File: src/rtl/bcd_to_bin.sv
// bcd_to_bin: sequential packed-BCD to unsigned binary converter.
//
// Runs a reverse double-dabble: each clock in CONV shifts the combined
// {bcd, bin} register right by one bit. It then subtracts 3 from every BCD
// digit that reads 8 or more. After 4*DIGITS steps the low half holds the
// binary value.
//
// Ports:
//   CLK   in   system clock, rising edge
//   RST_N in   asynchronous active-low reset
//   START in   conversion request
//   BCD   in   packed BCD operand [4*DIGITS-1:0], sampled when START is accepted
//   BIN   out  binary result, held until the next completion
//   BUSY  out  conversion in progress
//   DONE  out  one-cycle completion pulse (valid result or error)
//   ERR   out  operand contained a nibble > 9, held until the next completion
module bcd_to_bin #(
  parameter int unsigned DIGITS = 2
) (
  input  logic                  CLK,
  input  logic                  RST_N,
  input  logic                  START,
  input  logic [4*DIGITS-1:0]   BCD,
  output logic [4*DIGITS-1:0]   BIN,
  output logic                  BUSY,
  output logic                  DONE,
  output logic                  ERR
);

  localparam int unsigned W    = 4 * DIGITS;
  localparam int unsigned CntW = $clog2(W);
  localparam logic [CntW-1:0] LastStep = CntW'(W - 1);

  typedef enum logic [0:0] {StIdle, StConv} state_e;

  state_e            state_q, state_d;
  logic [2*W-1:0]    sr_q, sr_d;
  logic [CntW-1:0]   cnt_q, cnt_d;
  logic [W-1:0]      bin_q, bin_d;
  logic              busy_q, busy_d;
  logic              done_q, done_d;
  logic              err_q, err_d;
  // A rejected operand reports one edge after it is sampled.
  logic              err_pend_q, err_pend_d;

  logic              bcd_ok;
  logic [2*W-1:0]    sr_step;

  // Operand check: every nibble must be a decimal digit.
  always_comb begin
    bcd_ok = 1'b1;
    for (int i = 0; i < int'(DIGITS); i++) begin
      if (BCD[4*i +: 4] > 4'd9) begin
        bcd_ok = 1'b0;
      end
    end
  end

  // One shift-and-correct step. The correction applies to the BCD half
  // only, after the shift. All digits are corrected in parallel.
  always_comb begin
    sr_step = sr_q >> 1;
    for (int i = 0; i < int'(DIGITS); i++) begin
      if (sr_step[int'(W) + 4*i +: 4] >= 4'd8) begin
        sr_step[int'(W) + 4*i +: 4] = sr_step[int'(W) + 4*i +: 4] - 4'd3;
      end
    end
  end

  always_comb begin
    state_d    = state_q;
    sr_d       = sr_q;
    cnt_d      = cnt_q;
    bin_d      = bin_q;
    busy_d     = busy_q;
    done_d     = 1'b0;
    err_d      = err_q;
    err_pend_d = 1'b0;

    case (state_q)
      StIdle: begin
        if (err_pend_q) begin
          // START is not taken here, so BUSY never rises while DONE is high.
          done_d = 1'b1;
          err_d  = 1'b1;
          bin_d  = '0;
        end else if (START) begin
          if (bcd_ok) begin
            sr_d    = {BCD, {W{1'b0}}};
            cnt_d   = '0;
            busy_d  = 1'b1;
            state_d = StConv;
          end else begin
            err_pend_d = 1'b1;
          end
        end
      end

      StConv: begin
        sr_d  = sr_step;
        cnt_d = cnt_q + CntW'(1);
        if (cnt_q == LastStep) begin
          bin_d   = sr_step[W-1:0];
          err_d   = 1'b0;
          done_d  = 1'b1;
          busy_d  = 1'b0;
          state_d = StIdle;
        end
      end

      default: begin
        state_d = StIdle;
        busy_d  = 1'b0;
      end
    endcase
  end

  always_ff @(posedge CLK or negedge RST_N) begin
    if (!RST_N) begin
      state_q    <= StIdle;
      sr_q       <= '0;
      cnt_q      <= '0;
      bin_q      <= '0;
      busy_q     <= 1'b0;
      done_q     <= 1'b0;
      err_q      <= 1'b0;
      err_pend_q <= 1'b0;
    end else begin
      state_q    <= state_d;
      sr_q       <= sr_d;
      cnt_q      <= cnt_d;
      bin_q      <= bin_d;
      busy_q     <= busy_d;
      done_q     <= done_d;
      err_q      <= err_d;
      err_pend_q <= err_pend_d;
    end
  end

  assign BIN  = bin_q;
  assign BUSY = busy_q;
  assign DONE = done_q;
  assign ERR  = err_q;

endmodule

File: config.mk
export PLATFORM = sky130hd
export DESIGN_NAME = bcd_to_bin
export DESIGN_NICKNAME = d
export VERILOG_FILES = /design/src/rtl/bcd_to_bin.sv
export SDC_FILE = /design/constraint.sdc
export NUM_CORES = 1
export LEC_CHECK = 0
export CORE_ASPECT_RATIO = 1.1
export CORE_MARGIN = 5
export CORE_UTILIZATION = 40
export CTS_CLUSTER_SIZE = 30
export DETAILED_ROUTE_END_ITERATION = 10
export SYNTH_ARGS = -nofsm -noshare
export SYNTH_HDL_FRONTEND = slang
export SYNTH_SLANG_ARGS = --single-unit
File: constraint.sdc
create_clock -name CLK -period 3.15 [get_ports CLK]
set_input_delay 0.315 -clock CLK [delete_from_list [all_inputs] [get_ports CLK]]
set_output_delay 0.315 -clock CLK [all_outputs]
set_load 0.01 [all_outputs]
==> results.json, run 1 <==
{
  "antenna_cells": 0,
  "power.share.sequential": 0.447,
  "syn_nets": 124,
  "gp_congestion": 0.834,
  "cts_resized": 0,
  "hpwl_mm": 1.88,
  "final_area_sq_mm": 0.00175,
  "synth-seq-cells": 31,
  "grt_pass1_wl_mm": 4.57,
  "ys_warn_count": 0,
  "period_share": 0.575,
  "whs_ns": 0.393,
  "cts_sinks": 31,
  "postCtsHoldBufs": 0,
  "cp_data_arrival_time_ns": 2.03,
  "nNetsFinal": 149,
  "end_kind": "register",
  "period_needed_ns": 1.81,
  "firstDrtPassIters": 4,
  "num_vias": 973,
  "die_area_sq_mm": 0.00491,
  "max_freq_mhz": 552,
  "endpoint": "sr_q[14]$_DFFE_PN0P_",
  "die_h_um": 73.0,
  "cts_setup_buffers": 0,
  "rsz0062_at_grt": "false",
  "detail-route-antenna-nets": 0,
  "power_frac_comb": 0.426,
  "cp-start-kind": "register",
  "grt_usage": 0.124,
  "worst_ep_required_time_ns": 3.36,
  "syn_inst": 109,
  "placed_cell_area_sq_mm": 0.00170,
  "path_class": "reg -> reg",
  "pwr-share-clk": 0.128,
  "syn-cell-area_sq_mm": 0.00144,
  "drv_cap": 0,
  "intPower_w": 0.00109,
  "leakage_nw": 0.777,
  "cts_buffer_depth": 2,
  "port_buffers": 21,
  "setup_violations": 0,
  "gr-total-overflow": 0,
  "slew_headroom": 0.483,
  "clock-root-buffer": "clkbuf_4",
  "hold_class": "in -> async",
  "routed_wirelength_mm": 2.69,
  "viasPerCell": 5.32,
  "r2r_cells": 2,
  "die_w_um": 67.2,
  "reg2reg_from": "state_q$_DFF_PN0_",
  "status": "complete, no violations",
  "grt_max_degree": 32,
  "final.setup.tns_ns": 0,
  "swShare": 0.348,
  "coreArea_sq_mm": 0.00341,
  "path_clk_slew_ns": 0.09,
  "cts_max_level": 2,
  "finClkSkew_ns": 0.00965,
  "drv_slew": 0,
  "initial_core_util": 0.422,
  "clk_latency_ns": 0.32,
  "cts_tree": "yes",
  "fp-row-count": 22,
  "antenna_found_initial": 0,
  "synthDistinctLibCells": 29,
  "routedWlPerCell_um": 14.7,
  "synth_area_per_cell_sq_um": 13.2,
  "p_sw_w": 0.000580,
  "finalHoldViolCount": 0,
  "drc": 0,
  "drt_iter0_drc": 62,
  "ioPinCount": 22,
  "grt_pass1_vias": 979,
  "cp_max_fo": 22,
  "drive_above_1_share": 0.185,
  "ys_seq_area_frac": 0.538,
  "r2r_slack_ns": 1.34,
  "power.density_mw_per_mm2": 954,
  "r2r-end": "sr_q[14]$_DFFE_PN0P_",
  "synthToLayoutAreaGrowth_pct": 21.2,
  "tightest_slew_ns": 0.776,
  "ir_drop_mv": 0.328,
  "numCtsBuffers": 5,
  "startpoint": "state_q$_DFF_PN0_"
}
[through the flow]
| stage | utilization | cells | power [W] | setup WS [ns] |
|---|---|---|---|---|
| 5_1_grt | 0.512 | 183 | 0.00180 | 1.26 |
| 4_1_cts | 0.512 | 183 | 0.00169 | 1.34 |
| 3_5_place_dp | 0.497 | 175 | 0.00148 | 1.10 |
| 3_3_place_gp | 0.497 | 175 | 0.00144 | 1.12 |
| 2_1_floorplan | - | 109 | 0.00123 | 1.56 |
| 6_report | 0.512 | 183 | 0.00167 | 1.34 |
[critical path, cell delays in order (launching register included)]
cell,delay [ns]
dfrtp_1,0.67
a41oi_4,0.65
mux2_2,0.40
[power by group through the flow]
stage                     logic, W  clock network (W)  registers, W
after detailed placement  0.000719                  0      0.000758
final                     0.000709           0.000213      0.000744
after global routing      0.000784           0.000245      0.000767
after CTS                 0.000722           0.000223      0.000748
after floorplan           0.000519                  0      0.000711
after global placement    0.000693                  0      0.000744
[state kept, by name, indices dropped and copies added (netlist names)]
name        flops
BUSY            1
err_pend_q      1
DONE            1
BIN             8
ERR             1
state_q         1
cnt_q           3
sr_q           15
[routing by layer]
layer / vias to the layer above / global-route usage / wire length (um)
met3: 5 / 0.0385 / 109
met5: - / 0 / 0
met1: 483 / 0.158 / 1240
li1: 459 / - / -
met4: 0 / 0.0541 / 41
met2: 26 / 0.192 / 1300
[kinds of logic (layout without fill, tap and decap cells)]
logic type | count (synthesis) | count (layout) | share of synthesized area
multiplexers | 15 | 15 | 0.115
buffers and inverters | 13 | 39 | 0.0417
adder cells (fa/ha/maj) | 4 | 4 | 0.0347
AO/OA/AOI/OAI | 33 | 33 | 0.199
flip-flops | 31 | 31 | 0.538
XOR/XNOR | 2 | 2 | 0.0122
AND/OR/NAND/NOR | 11 | 11 | 0.0599
[synth_stat cells (all sizes together)]
master   n  area (sq um)
o21ai    3          18.8
nor4b    1          15.0
buf      4          26.3
o21a     2          15.0
nor3     1          10.0
nand2    2          7.51
dfrtp   31           776
a221oi   1          8.76
nor2b    2          12.5
xnor2    2          17.5
ha       4          50.1
clkbuf   1          3.75
a221o    2          20.0
inv      8          30.0
a21oi    3          15.0
mux2    12           135
a222oi   1          10.0
o22ai    1          6.26
a22o    18           158
a21o     1          7.51
a41oi    1          27.5
or3b     1          11.3
mux2i    3          30.0
nor2     3          11.3
nor3b    1          18.8
[cell usage in the layout (no fill, tap or decap)]
cell / n
mux2i_1: 3
a21o_1: 1
o21a_1: 2
o21ai_0: 1
clkbuf_1: 2
a221oi_1: 1
o22ai_1: 1
nand2_1: 2
nor3b_4: 1
clkdlybuf4s50_1: 21
o21ai_1: 1
dfrtp_1: 31
mux2_2: 11
buf_4: 2
a222oi_1: 1
xnor2_1: 2
a41oi_4: 1
nor2b_1: 2
clkinv_2: 1
a22o_1: 18
or3b_4: 1
nor4b_2: 1
a221o_1: 2
nor3_2: 1
mux2_1: 1
clkbuf_4: 5
ha_1: 4
inv_1: 8
o21ai_2: 1
a21oi_1: 3
nor2_1: 3
[cell type report]
class | count | area, sq um
Clock buffer | 7 | 45.0
Clock inverter | 1 | 5.00
Fill cell | 348 | 1670
Inverter | 8 | 30.0
Multi-Input combinational cell | 65 | 606
Sequential cell | 31 | 776
Tap cell | 48 | 60.1
Timing Repair Buffer | 23 | 225
[worst min-delay path by stage]
stage	start	endpoint	slack, ns	depth (start not counted)
3_3_place_gp	BUSY$_DFFE_PN0P_	BUSY$_DFFE_PN0P_	0.48	1
3_5_place_dp	BUSY$_DFFE_PN0P_	BUSY$_DFFE_PN0P_	0.48	1
4_1_cts	RST_N	cnt_q[2]$_DFFE_PN0P_	0.39	2
5_1_grt	RST_N	cnt_q[2]$_DFFE_PN0P_	0.40	2
6_report	RST_N	BIN[3]$_DFFE_PN0P_	0.39	2
2_1_floorplan	RST_N	BIN[0]$_DFFE_PN0P_	0.02	0
Note: power is estimated with default switching activity, not from simulation.
==> run 2, diff against run 1 <==
clock period = 1.55 ns   (was 3.15 ns; I/O delays follow)
==> run 2 against run 1 <==
  * Worst setup slack worse by 1.2 ns
  * Routed wire length down 0.71%
  * Power up 110%
  * Core utilization up 2.7 points
  * Clock power up 88%
  * Via count down 1.5%
==> results.json, run 2 (same netlist as run 1, synthesis figures left out) <==
{
  "grt_pass1_vias": 995,
  "grt_usage": 0.124,
  "pwr-share-clk": 0.114,
  "pre_cts_ws_ns": -0.155,
  "synthToLayoutAreaGrowth_pct": 27.5,
  "hpwl_mm": 1.95,
  "drt_iter0_drc": 14,
  "routedWlPerCell_um": 14.0,
  "coreArea_sq_mm": 0.00341,
  "intPower_w": 0.00230,
  "gp_congestion": 0.718,
  "die_h_um": 73.0,
  "routed_wirelength_mm": 2.67,
  "die_w_um": 67.2,
  "hold_class": "in -> async",
  "path_clk_slew_ns": 0.09,
  "grt_pass1_wl_mm": 4.57,
  "r2r_cells": 4,
  "antenna_cells": 0,
  "cp_data_arrival_time_ns": 1.65,
  "end_kind": "register",
  "final_cell_mix": "31 x dfrtp_1, 21 x clkdlybuf4s50_1, 18 x a22o_1, 11 x mux2_2, 11 x buf_4",
  "initial_core_util": 0.422,
  "path_delay_family": "adder cells",
  "critPathBufInv": 0,
  "drc": 0,
  "drive_above_1_share": 0.245,
  "final.setup.tns_ns": 0,
  "max_freq_mhz": 695,
  "nNetsFinal": 159,
  "postCtsHoldBufs": 0,
  "die_area_sq_mm": 0.00491,
  "power_w": 0.00349,
  "setup_violations": 0,
  "status": "complete, no violations",
  "ir_drop_mv": 0.721,
  "cp_slowest_cell": "dfrtp_1",
  "drv_slew": 0,
  "cts_max_level": 2,
  "viasPerCell": 5.02,
  "finClkSkew_ns": 0.00366,
  "final_util": 0.538,
  "worstPathCellList": "ha_1 > ha_4 > mux2_2 > a22o_1",
  "cts_tree": "yes",
  "finalHoldViolCount": 0,
  "path_class": "reg -> reg",
  "cts_sinks": 31,
  "power.share.sequential": 0.415,
  "port_buffers": 21,
  "gr-total-overflow": 0,
  "worst_ep_required_time_ns": 1.76,
  "r2r_slack_ns": 0.11,
  "power_frac_comb": 0.471,
  "clock-root-buffer": "clkbuf_4",
  "grt_max_degree": 32,
  "cp-start-kind": "register",
  "largest-register": "sr_q",
  "ioPinCount": 22,
  "period_needed_ns": 1.44,
  "critical-path-max-stage-delay_ns": 0.37,
  "numCtsBuffers": 5,
  "reg2reg_from": "cnt_q[1]$_DFFE_PN0P_",
  "p_sw_w": 0.00119,
  "rsz0062_at_grt": "false",
  "fp-row-count": 22,
  "power.density_mw_per_mm2": 1900,
  "num_vias": 958,
  "clk_latency_ns": 0.31,
  "cts_buffer_depth": 2,
  "period_share": 0.928,
  "largest_reg_flops": 15,
  "firstDrtPassIters": 4,
  "final_common_cell": "dfrtp_1",
  "swShare": 0.341,
  "tightest_slew_ns": 0.560,
  "slew_headroom": 0.626,
  "antenna_found_initial": 0,
  "detail-route-antenna-nets": 0,
  "cp_max_fo": 9,
  "r2r-end": "BIN[6]$_DFFE_PN0P_",
  "cts_setup_buffers": 0,
  "leakage_nw": 0.823,
  "drv_cap": 0,
  "layout_setup_ws_ns": 0.112
}
run 2: cell count changes in the layout (fill, tap and decap cells not counted), sizes merged:
cell	previous run	this run
buf	2	12
clkbuf	7	6
clkinv	1	0
run 2: metal layers:
layer  up-vias  share of wire  global-route usage
met2        20           0.48               0.198
met3         2          0.046              0.0524
met5         -              0                   0
met4         0         0.0037              0.0270
li1        474              -                   -
met1       462           0.47               0.156
run 2: cell type report:
cell class	instances	area (sq um)
Inverter	8	30.0
Fill cell	327	1580
Timing Repair Buffer	33	313
Sequential cell	31	776
Multi-Input combinational cell	65	618
Clock buffer	6	41.3
Tap cell	48	60.1
run 2: power groups by stage:
stage	clock [W]	combinational (W)	sequential, W
after detailed placement	0	0.00164	0.00147
final	0.000400	0.00164	0.00145
after global placement	0	0.00160	0.00145
after floorplan	0	0.00106	0.00145
after global routing	0.000458	0.00182	0.00151
after CTS	0.000425	0.00165	0.00145
run 2: what timing repair did:
| item | 4_1_cts | 5_1_grt |
|---|---|---|
| pin swaps | 0 | 0 |
| endpoints found under the setup margin | 8 | 6 |
| resized for setup | 1 | 1 |
run 2: how the worst max path moves through the flow:
stage	startpoint	endpoint	slack [ns]	depth (start not counted)
CTS	cnt_q[0]$_DFFE_PN0P_	BIN[6]$_DFFE_PN0P_	0.04	4
global route	state_q$_DFF_PN0_	BIN[1]$_DFFE_PN0P_	0.04	3
floorplan	cnt_q[0]$_DFFE_PN0P_	BIN[0]$_DFFE_PN0P_	0.07	5
global placement	BCD[6]	cnt_q[0]$_DFFE_PN0P_	-0.11	5
detailed placement	BCD[5]	cnt_q[0]$_DFFE_PN0P_	-0.16	5
finish	cnt_q[1]$_DFFE_PN0P_	BIN[6]$_DFFE_PN0P_	0.11	4
run 2: stage by stage:
step           hold WS (ns)  cells  area [sq um]
2_1_floorplan        -0.141    109          1440
3_3_place_gp          0.479    185          1780
3_5_place_dp          0.488    185          1780
4_1_cts               0.221    191          1830
5_1_grt               0.235    191          1840
6_report              0.221    191          1840
